### config.mk
export PLATFORM = sky130hd
export DESIGN_NAME = rvh_l1d_lst_plru
export DESIGN_NICKNAME = d
export VERILOG_FILES = /design/src/rtl/rvh_l1d_lst_plru.sv
export SDC_FILE = /design/constraint.sdc
export NUM_CORES = 2
export LEC_CHECK = 0
export BUFFER_PORTS_ARGS = -buffer_cell sky130_fd_sc_hd__buf_2
export CAP_MARGIN = 15
export CORE_UTILIZATION = 35
export DETAILED_ROUTE_END_ITERATION = 16
export HOLD_SLACK_MARGIN = 0.05
export PLACE_DENSITY = 0.47
export RECOVER_POWER = 25
export SLEW_MARGIN = 20
export SYNTH_ARGS = -nofsm -noshare
export SYNTH_HDL_FRONTEND = slang
export SYNTH_SLANG_ARGS = --single-unit
### constraint.sdc
create_clock -name clk -period 7.3 [get_ports clk]
set_input_delay 1.46 -clock clk [delete_from_list [all_inputs] [get_ports clk]]
set_output_delay 1.46 -clock clk [all_outputs]
set_load 0.1 [all_outputs]
### src/rtl/rvh_l1d_lst_plru.sv
// L1D line-state table: per-set/per-way MESI, tree-PLRU replacement bits and
// way-reservation bits, with multi-port MESI writes and an invalidate-all sweep.
module rvh_l1d_lst_plru #(
    parameter int SET_NUM     = 64,
    parameter int WAY_NUM     = 4,
    parameter int WR_PORT_NUM = 2,
    localparam int SET_W      = $clog2(SET_NUM),
    localparam int WAY_W      = $clog2(WAY_NUM)
) (
    input  logic                         clk,
    input  logic                         rst,
    input  logic [WR_PORT_NUM-1:0]       wr_en,
    input  logic [WR_PORT_NUM*SET_W-1:0] wr_set,
    input  logic [WR_PORT_NUM*WAY_W-1:0] wr_way,
    input  logic [WR_PORT_NUM*2-1:0]     wr_dat,
    input  logic                         touch_en,
    input  logic [SET_W-1:0]             touch_set,
    input  logic [WAY_W-1:0]             touch_way,
    input  logic [SET_W-1:0]             rd_set,
    output logic [WAY_NUM*2-1:0]         rd_mesi,
    input  logic [SET_W-1:0]             pk_set,
    output logic [WAY_NUM*2-1:0]         pk_mesi,
    output logic [WAY_W-1:0]             pk_victim,
    output logic                         pk_has_inv,
    input  logic                         chk_valid,
    input  logic [SET_W-1:0]             chk_set,
    input  logic [WAY_W-1:0]             chk_way,
    output logic                         chk_ready,
    input  logic                         inv_all_req,
    output logic                         inv_busy,
    output logic                         inv_done
);

    typedef enum logic [1:0] {
        ST_IDLE,
        ST_SWEEP,
        ST_DONE
    } state_t;

    state_t             state_reg, state_next;
    logic [SET_W-1:0]   ptr_reg, ptr_next;
    logic               sweep;
    logic               p0_touch;

    logic [SET_NUM-1:0][WAY_NUM*2-1:0] mesi_all;
    logic [SET_NUM-1:0][WAY_NUM-2:0]   plru_all;
    logic [SET_NUM-1:0][WAY_NUM-1:0]   resv_all;

    // Tree bits use heap numbering: node n at depth d covers ways whose top d bits equal n-2^d.
    function automatic logic [WAY_NUM-2:0] plru_touch(input logic [WAY_NUM-2:0] bits,
                                                       input logic [WAY_W-1:0]   way);
        logic [WAY_NUM-2:0] res;
        res = bits;
        for (int d = 0; d < WAY_W; d++) begin
            for (int i = 0; i < (1 << d); i++) begin
                if (int'(way >> (WAY_W - d)) == i) begin
                    res[(1 << d) + i - 1] = ~way[WAY_W-1-d];
                end
            end
        end
        return res;
    endfunction

    function automatic logic [WAY_W-1:0] plru_victim(input logic [WAY_NUM-2:0] bits);
        logic [WAY_NUM-1:0] tree;
        logic [WAY_W:0]     node;
        tree = {bits, 1'b0};
        node = (WAY_W+1)'(1);
        for (int lvl = 0; lvl < WAY_W; lvl++) begin
            node = {node[WAY_W-1:0], tree[node[WAY_W-1:0]]};
        end
        return node[WAY_W-1:0];
    endfunction

    assign sweep     = (state_reg == ST_SWEEP);
    assign inv_busy  = sweep;
    assign inv_done  = (state_reg == ST_DONE);
    assign p0_touch  = wr_en[0] && (wr_dat[1:0] != 2'd0);
    assign chk_ready = ~sweep & ~resv_all[chk_set][chk_way];
    assign rd_mesi   = mesi_all[rd_set];
    assign pk_mesi   = mesi_all[pk_set];

    always_comb begin
        logic [WAY_W-1:0] inv_way;
        inv_way    = '0;
        pk_has_inv = 1'b0;
        for (int w = WAY_NUM - 1; w >= 0; w--) begin
            if (mesi_all[pk_set][w*2 +: 2] == 2'd0) begin
                pk_has_inv = 1'b1;
                inv_way    = WAY_W'(w);
            end
        end
        pk_victim = pk_has_inv ? inv_way : plru_victim(plru_all[pk_set]);
    end

    always_comb begin
        state_next = state_reg;
        ptr_next   = ptr_reg;
        case (state_reg)
            ST_IDLE: begin
                if (inv_all_req) begin
                    state_next = ST_SWEEP;
                    ptr_next   = '0;
                end
            end
            ST_SWEEP: begin
                ptr_next = ptr_reg + 1'b1;
                if (ptr_reg == SET_W'(SET_NUM - 1)) begin
                    state_next = ST_DONE;
                end
            end
            ST_DONE:  state_next = ST_IDLE;
            default:  state_next = ST_IDLE;
        endcase
    end

    always_ff @(posedge clk) begin
        if (rst) begin
            state_reg <= ST_IDLE;
            ptr_reg   <= '0;
        end else begin
            state_reg <= state_next;
            ptr_reg   <= ptr_next;
        end
    end

    for (genvar gi = 0; gi < SET_NUM; gi++) begin : g_set
        logic [WAY_NUM*2-1:0] mesi_reg, mesi_next;
        logic [WAY_NUM-2:0]   plru_reg, plru_next;
        logic [WAY_NUM-1:0]   resv_reg, resv_next;
        logic                 touch_hit;
        logic [WAY_W-1:0]     touch_sel;

        always_comb begin
            mesi_next = mesi_reg;
            plru_next = plru_reg;
            resv_next = resv_reg;
            touch_hit = 1'b0;
            touch_sel = '0;
            if (sweep) begin
                if (ptr_reg == SET_W'(gi)) begin
                    mesi_next = '0;
                    plru_next = '0;
                    resv_next = '0;
                end
            end else begin
                // Descending port order so the lowest matching port is applied last.
                for (int w = 0; w < WAY_NUM; w++) begin
                    for (int p = WR_PORT_NUM - 1; p >= 0; p--) begin
                        if (wr_en[p] && wr_set[p*SET_W +: SET_W] == SET_W'(gi)
                                     && wr_way[p*WAY_W +: WAY_W] == WAY_W'(w)) begin
                            mesi_next[w*2 +: 2] = wr_dat[p*2 +: 2];
                        end
                    end
                end
                if (chk_valid && chk_ready && chk_set == SET_W'(gi)) begin
                    resv_next[chk_way] = 1'b1;
                end
                if (p0_touch && wr_set[SET_W-1:0] == SET_W'(gi)) begin
                    resv_next[wr_way[WAY_W-1:0]] = 1'b0;
                end
                if (touch_en && touch_set == SET_W'(gi)) begin
                    touch_hit = 1'b1;
                    touch_sel = touch_way;
                end else if (p0_touch && wr_set[SET_W-1:0] == SET_W'(gi)) begin
                    touch_hit = 1'b1;
                    touch_sel = wr_way[WAY_W-1:0];
                end
                if (touch_hit) begin
                    plru_next = plru_touch(plru_reg, touch_sel);
                end
            end
        end

        always_ff @(posedge clk) begin
            if (rst) begin
                mesi_reg <= '0;
                plru_reg <= '0;
                resv_reg <= '0;
            end else begin
                mesi_reg <= mesi_next;
                plru_reg <= plru_next;
                resv_reg <= resv_next;
            end
        end

        assign mesi_all[gi] = mesi_reg;
        assign plru_all[gi] = plru_reg;
        assign resv_all[gi] = resv_reg;
    end

endmodule

---- Word-level counts from Yosys, hierarchy flattened ----
Cells that the tools add are included.
storage, ports and cells
  register bits ........................... 968
  logic and storage cells ................. 4677
  output and inout port bits .............. 22
  input port bits ......................... 55
operators by class
  bitwise gates (word level) .............. 260
  equality and inequality tests ........... 388
  $lt $le $gt $ge ......................... 8
  add/subtract/negate cells ............... 1
  reduce and logical (&&, ||, !) cells .... 1812
  multiplexer cells ....................... 1694
operators by type and width
  kind                                                                      count
  32-bit zero test                                                          64
  2-bit two-way mux                                                         711
  4-bit two-way mux                                                         321
  8-bit two-way mux                                                         130
  6-bit equality test (second input constant)                               160
  1-bit logical AND                                                         836
  3-bit nonzero test                                                        256
  2-bit AND reduction                                                       322
  3-bit two-way mux                                                         193
  6-bit by 5-bit equality test with 1-bit output (second input constant)    80
  2-bit nonzero test                                                        194
  3-bit AND reduction                                                       128
  1-bit two-way mux                                                         329
  4-bit AND                                                                 64
  4-bit OR                                                                  64
  6-bit by 4-bit equality test with 1-bit output (second input constant)    40
  1-bit inverter                                                            130
  2-bit by 1-bit inequality test with 1-bit output (second input constant)  64
  6-bit by 3-bit equality test with 1-bit output (second input constant)    20
  8-bit binary-select mux with 6-bit select                                 2
  6-bit by 2-bit equality test with 1-bit output (second input constant)    10
  6-bit by 1-bit equality test with 1-bit output (second input constant)    5
  6-bit zero test                                                           5
  4-bit binary-select mux with 6-bit select                                 1
  other kinds (16)                                                          34

---- Logic depth before layout (Yosys ltp) ----
  depth in word-level cells ............... 13
  gate-level depth with buffers ........... 14
  depth with buffers taken out ............ 8

---- Least setup slack after synthesis ----
Ideal clock, no wire load.
  path kind ............................... input -> output
  start ................................... in pk_set[1]
  end ..................................... out pk_victim[1]
  arrival time ............................ 6.990 ns
  stages .................................. 10
  path slack .............................. -1.150 ns
  buffers on the path ..................... 3
  cells stage by stage .................... clkbuf_1 -> buf_2 -> buf_2 -> mux4_2 -> mux4_2 -> mux2i_1 -> mux2i_1 -> nor3_1 -> nor2_1 -> a21boi_0
between the ends
  elaborated cells on any way between the ends .. 17
  those cells by class .................... mux (13); reduce/logical (4)
RTL lines
  what                                                                 line  source
  start, declared                                                      21    input logic [SET_W-1:0] pk_set,
  8-bit binary-select mux with 6-bit select (*)                        --
  8-bit two-way mux (not written as such) (*)                          88    if (mesi_all[pk_set][w*2 +: 2] == 2'd0) begin
  via pk_mesi[2]                                                       22    output logic [WAY_NUM*2-1:0] pk_mesi,
  2-bit zero test (*)                                                  88
  2-bit two-way mux or 1-bit two-way mux (tied branches) (2 in a row)  88
  2-bit two-way mux (*)                                                93    pk_victim = pk_has_inv ? inv_way : plru_victim(plru_all[pk_set]);
  end, declared                                                        23    output logic [WAY_W-1:0] pk_victim,
The timed path passes the listed nets; every way through them passes the cells marked *. The select of a mux whose other input is x is not followed.

---- Worst setup path after layout ----
  start ................................... in wr_dat[0]
  end ..................................... reg g_set[29].plru_reg[1]
between the ends
  longest elaborated chain between the ends .. 10
  elaborated cells on any way between the ends .. 17
  those cells by class .................... mux (9); bitwise (1); reduce/logical (7)
RTL lines
  what                                                      line  source
  start, declared                                           15    input logic [WR_PORT_NUM*2-1:0] wr_dat,
  2-bit nonzero test (*)                                    78    assign p0_touch = wr_en[0] && (wr_dat[1:0] != 2'd0);
  1-bit logical AND (*)                                     78
  1-bit logical AND (*)                                     165   end else if (p0_touch && wr_set[SET_W-1:0] == SET_W'(gi)) begin
  branches (longest 7 deep; another with 32-bit zero test)  --
  end signal, assigned                                      182   plru_reg <= plru_next;
  end, declared                                             129   logic [WAY_NUM-2:0] plru_reg, plru_next;
Every way passes the cells marked *. The select of a mux whose other input is x is not followed.
A chain may end at the register's enable or synchronous reset.

==> results.json <==
{
  "hold_end": "g_set[7].plru_reg[0]",
  "fill_cells": 19300,
  "syn_area_mm2": 0.0662,
  "r2r_end": "g_set[30].plru_reg[2]",
  "pwr-share-comb": 0.147,
  "slowest_delay_ns": 2.64,
  "chipHeight_um": 437,
  "drv_cap": 14,
  "htreeDepth": 4,
  "fin_crit_sh": 0.985,
  "critical_path_class": "input port to flop",
  "yosys_warnings": 0,
  "synth-async-reset-ratio": 0,
  "cpMaxStageDelayCell": "nor2_1",
  "dp_hpwl_mm": 307,
  "antenna_found_initial": 52,
  "status": "complete, but fails checks",
  "setup_viol": 0,
  "worst-path-stages": 9,
  "synthAdderAreaFrac": 0.000756,
  "path_common_cell": "nor2_1",
  "rows": 159,
  "cts_buffer_depth": 3,
  "clkPwrFrac": 0.470,
  "min_path_cells": 2,
  "first_pass_iters": 13,
  "post_cts_buffers": 0,
  "cp_num_buf_inv": 2,
  "synthXorXnorAreaFrac": 0,
  "drt-initial-drc-count": 11500,
  "synth_ff_type": "dfxtp_1",
  "ys_ff_latch": 968,
  "netlist_instances": 8173,
  "swShare": 0.317,
  "path_max_fanout": 77,
  "hold_viol": 0,
  "worst_ep_required_time_ns": 7.88,
  "ctsHoldBuffers": 0,
  "p_switching_mw": 4.42,
  "r2r_start": "state_reg[1]",
  "final_max_slew_viol_count": 891,
  "cts_resized": 0,
  "worst_r2r_path_depth": 9,
  "fin_worst_skew_ns": 0.0368,
  "path_delay_family": "simple AND/OR/NAND/NOR gates",
  "die-area_mm2": 0.191,
  "start_util": 0.352,
  "multiInputGateArea_mm2": 0.0440,
  "whs_ns": 0.457,
  "rsz0062_at_grt": "false",
  "groute.usage.overall": 0.428,
  "synth-edff-count": 0,
  "max_freq_ghz": 0.139,
  "synth_top_area_share": 0.293,
  "largest_reg_flops": 512,
  "power.internal_mw": 9.53,
  "clkSlewWorstSetupHoldPaths_ns": 0.06,
  "die_x_um": 437,
  "clock_latency_ns": 0.85,
  "synth_fp_nets": 8232,
  "syn_area_per_cell_um2": 8.10,
  "wl_mm": 422,
  "vias": 72500,
  "synth_area_leaders": "dfxtp_1 29%, mux4_2 14%, nand2_1 6.7%, mux2i_1 6.6%, nor2_1 6.1%",
  "drive_gt1_frac": 0.168,
  "vias_per_cell": 6.90,
  "cts_buffers": 131,
  "relSlewSlack": -1.97,
  "synthMuxAreaShare": 0.254,
  "yosysSeqAreaShare": 0.293,
  "arrival_ns": 7.77,
  "drc": 9,
  "power_mw": 13.9,
  "end_kind": "flop",
  "wl_per_cell_um": 40.1,
  "port_buffers": 76,
  "max_slew.worst_pin.slew_ns": 4.45,
  "grt_max_degree": 153,
  "cts_tree": "yes",
  "p_seq_frac": 0.383,
  "synthSimpleGateAreaFrac": 0.213,
  "p_leak_nw": 24.8,
  "gp_congestion": 1.06,
  "start_kind": "input port",
  "grt_pass1_vias": 65800,
  "synth_top_family_by_area": "multiplexers",
  "drtAntennaViolNets": 0,
  "setup_ws_ns": 0.111,
  "period_minus_slack_ns": 7.19,
  "cts.sinks": 968,
  "dpl_worst_slack_ns": 0.499,
  "path_cells": "clkbuf_2 -> nor2_1 -> clkbuf_2 -> nor2_1 -> nand2_1 -> a21oi_1 -> a31oi_1 -> mux2i_1 -> nor2_1",
  "final_nets": 7957,
  "violations": "design-rule violations, max-capacitance violations, max-slew violations",
  "yosysTopAreaCell": "dfxtp_1",
  "grt_overflow": 0,
  "seq_area_mm2": 0.0194,
  "core_area_mm2": 0.188,
  "powerDensity_mw_per_mm2": 190,
  "root_buffer": "clkbuf_16",
  "post-synth-top-count-cell": "nand2_1",
  "synth_compound_area_frac": 0.193,
  "syn_to_final_growth_pct": 11.1,
  "grt_pass1_wl_mm": 569,
  "ir_drop_v": 0.000185,
  "ys_types": 82,
  "ys_top_cells_by_count": "1183 x nand2_1, 1076 x nor2_1, 968 x dfxtp_1",
  "reg2reg_slack_ns": 3.31,
  "hp-class": "flop to flop",
  "min_from": "g_set[7].plru_reg[0]",
  "ioPinCount": 77
}
## power by group through the flow
stage                     combinational, mW  clock [mW]  sequential (mW)
after detailed placement               1.95           0             5.45
after CTS                              1.95        6.56             5.34
after global routing                   2.06        6.77             5.34
after global placement                 1.94           0             5.46
after floorplan                        1.10           0             5.44
final                                  2.06        6.55             5.34
## stage by stage
| step | setup TNS (ns) | std cells | util | instance area, um2 |
|---|---|---|---|---|
| 2_1_floorplan | -0.421 | 8173 | - | 66200 |
| 3_3_place_gp | 0 | 10300 | 0.369 | 69300 |
| 3_5_place_dp | 0 | 10300 | 0.369 | 69400 |
| 4_1_cts | 0 | 10500 | 0.392 | 73500 |
| 5_1_grt | 0 | 10500 | 0.391 | 73500 |
| 6_report | 0 | 10500 | 0.392 | 73600 |
## layout make-up
cell class | instances | share of cell area
Antenna cell | 29 | 0.000987
Clock buffer | 199 | 0.0520
Clock inverter | 29 | 0.00434
Inverter | 29 | 0.00165
Multi-Input combinational cell | 6418 | 0.598
Sequential cell | 968 | 0.263
Tap cell | 2495 | 0.0424
Timing Repair Buffer | 350 | 0.0371
## metal layers
metal / global-route usage / wire length, um / up-vias
met1: 0.542 / 160000 / 36200
met4: 0.331 / 38900 / 18
met3: 0.129 / 51200 / 1214
li1: - / - / 29500
met2: 0.604 / 171000 / 5510
met5: 0.00403 / 212 / -
## worst max path at each step
stage,from,slack [ns],end
2_1_floorplan,pk_set[1],-0.42,pk_victim[1]
4_1_cts,pk_set[0],0.50,pk_victim[0]
6_report,wr_dat[0],0.11,g_set[29].plru_reg[1]
5_1_grt,wr_dat[0],0.23,g_set[23].mesi_reg[0]
3_3_place_gp,pk_set[0],0.47,pk_victim[0]
3_5_place_dp,pk_set[0],0.50,pk_victim[0]
## cells in the final DEF (no fill, tap or decap), types with 64 or more instances in the layout
| cell type | count |
|---|---|
| o21ai_0 | 583 |
| nor2_1 | 1061 |
| nor3_1 | 192 |
| dfxtp_1 | 968 |
| o211ai_1 | 64 |
| nand4_1 | 66 |
| a2bb2oi_1 | 84 |
| o31ai_1 | 71 |
| a211oi_1 | 77 |
| buf_4 | 248 |
| mux4_2 | 421 |
| nand3_1 | 267 |
| mux2i_1 | 436 |
| nand3b_1 | 91 |
| and3_1 | 77 |
| mux2_2 | 262 |
| nand2_1 | 1177 |
| clkbuf_16 | 134 |
| a21oi_1 | 758 |
## worst register-to-register path, stage by stage (launching register included)
cell and delay, ns:
dfxtp_1 0.56, nand2b_4 0.29, buf_4 0.49, buf_4 0.61
nor2_2 0.17, buf_4 0.28, nand2_1 0.80, o21ai_0 0.36
mux2i_1 0.24, nor2_1 0.05
## logic make-up (layout without fill, tap and decap cells)
group,count (synthesis),count (layout)
mux,1119,1119
flops,968,968
fa+ha+maj,4,4
other cells,0,29
compound gates,2112,2112
simple gates,3183,3183
buf+inv,787,607
(Power assumes the default switching activity.)
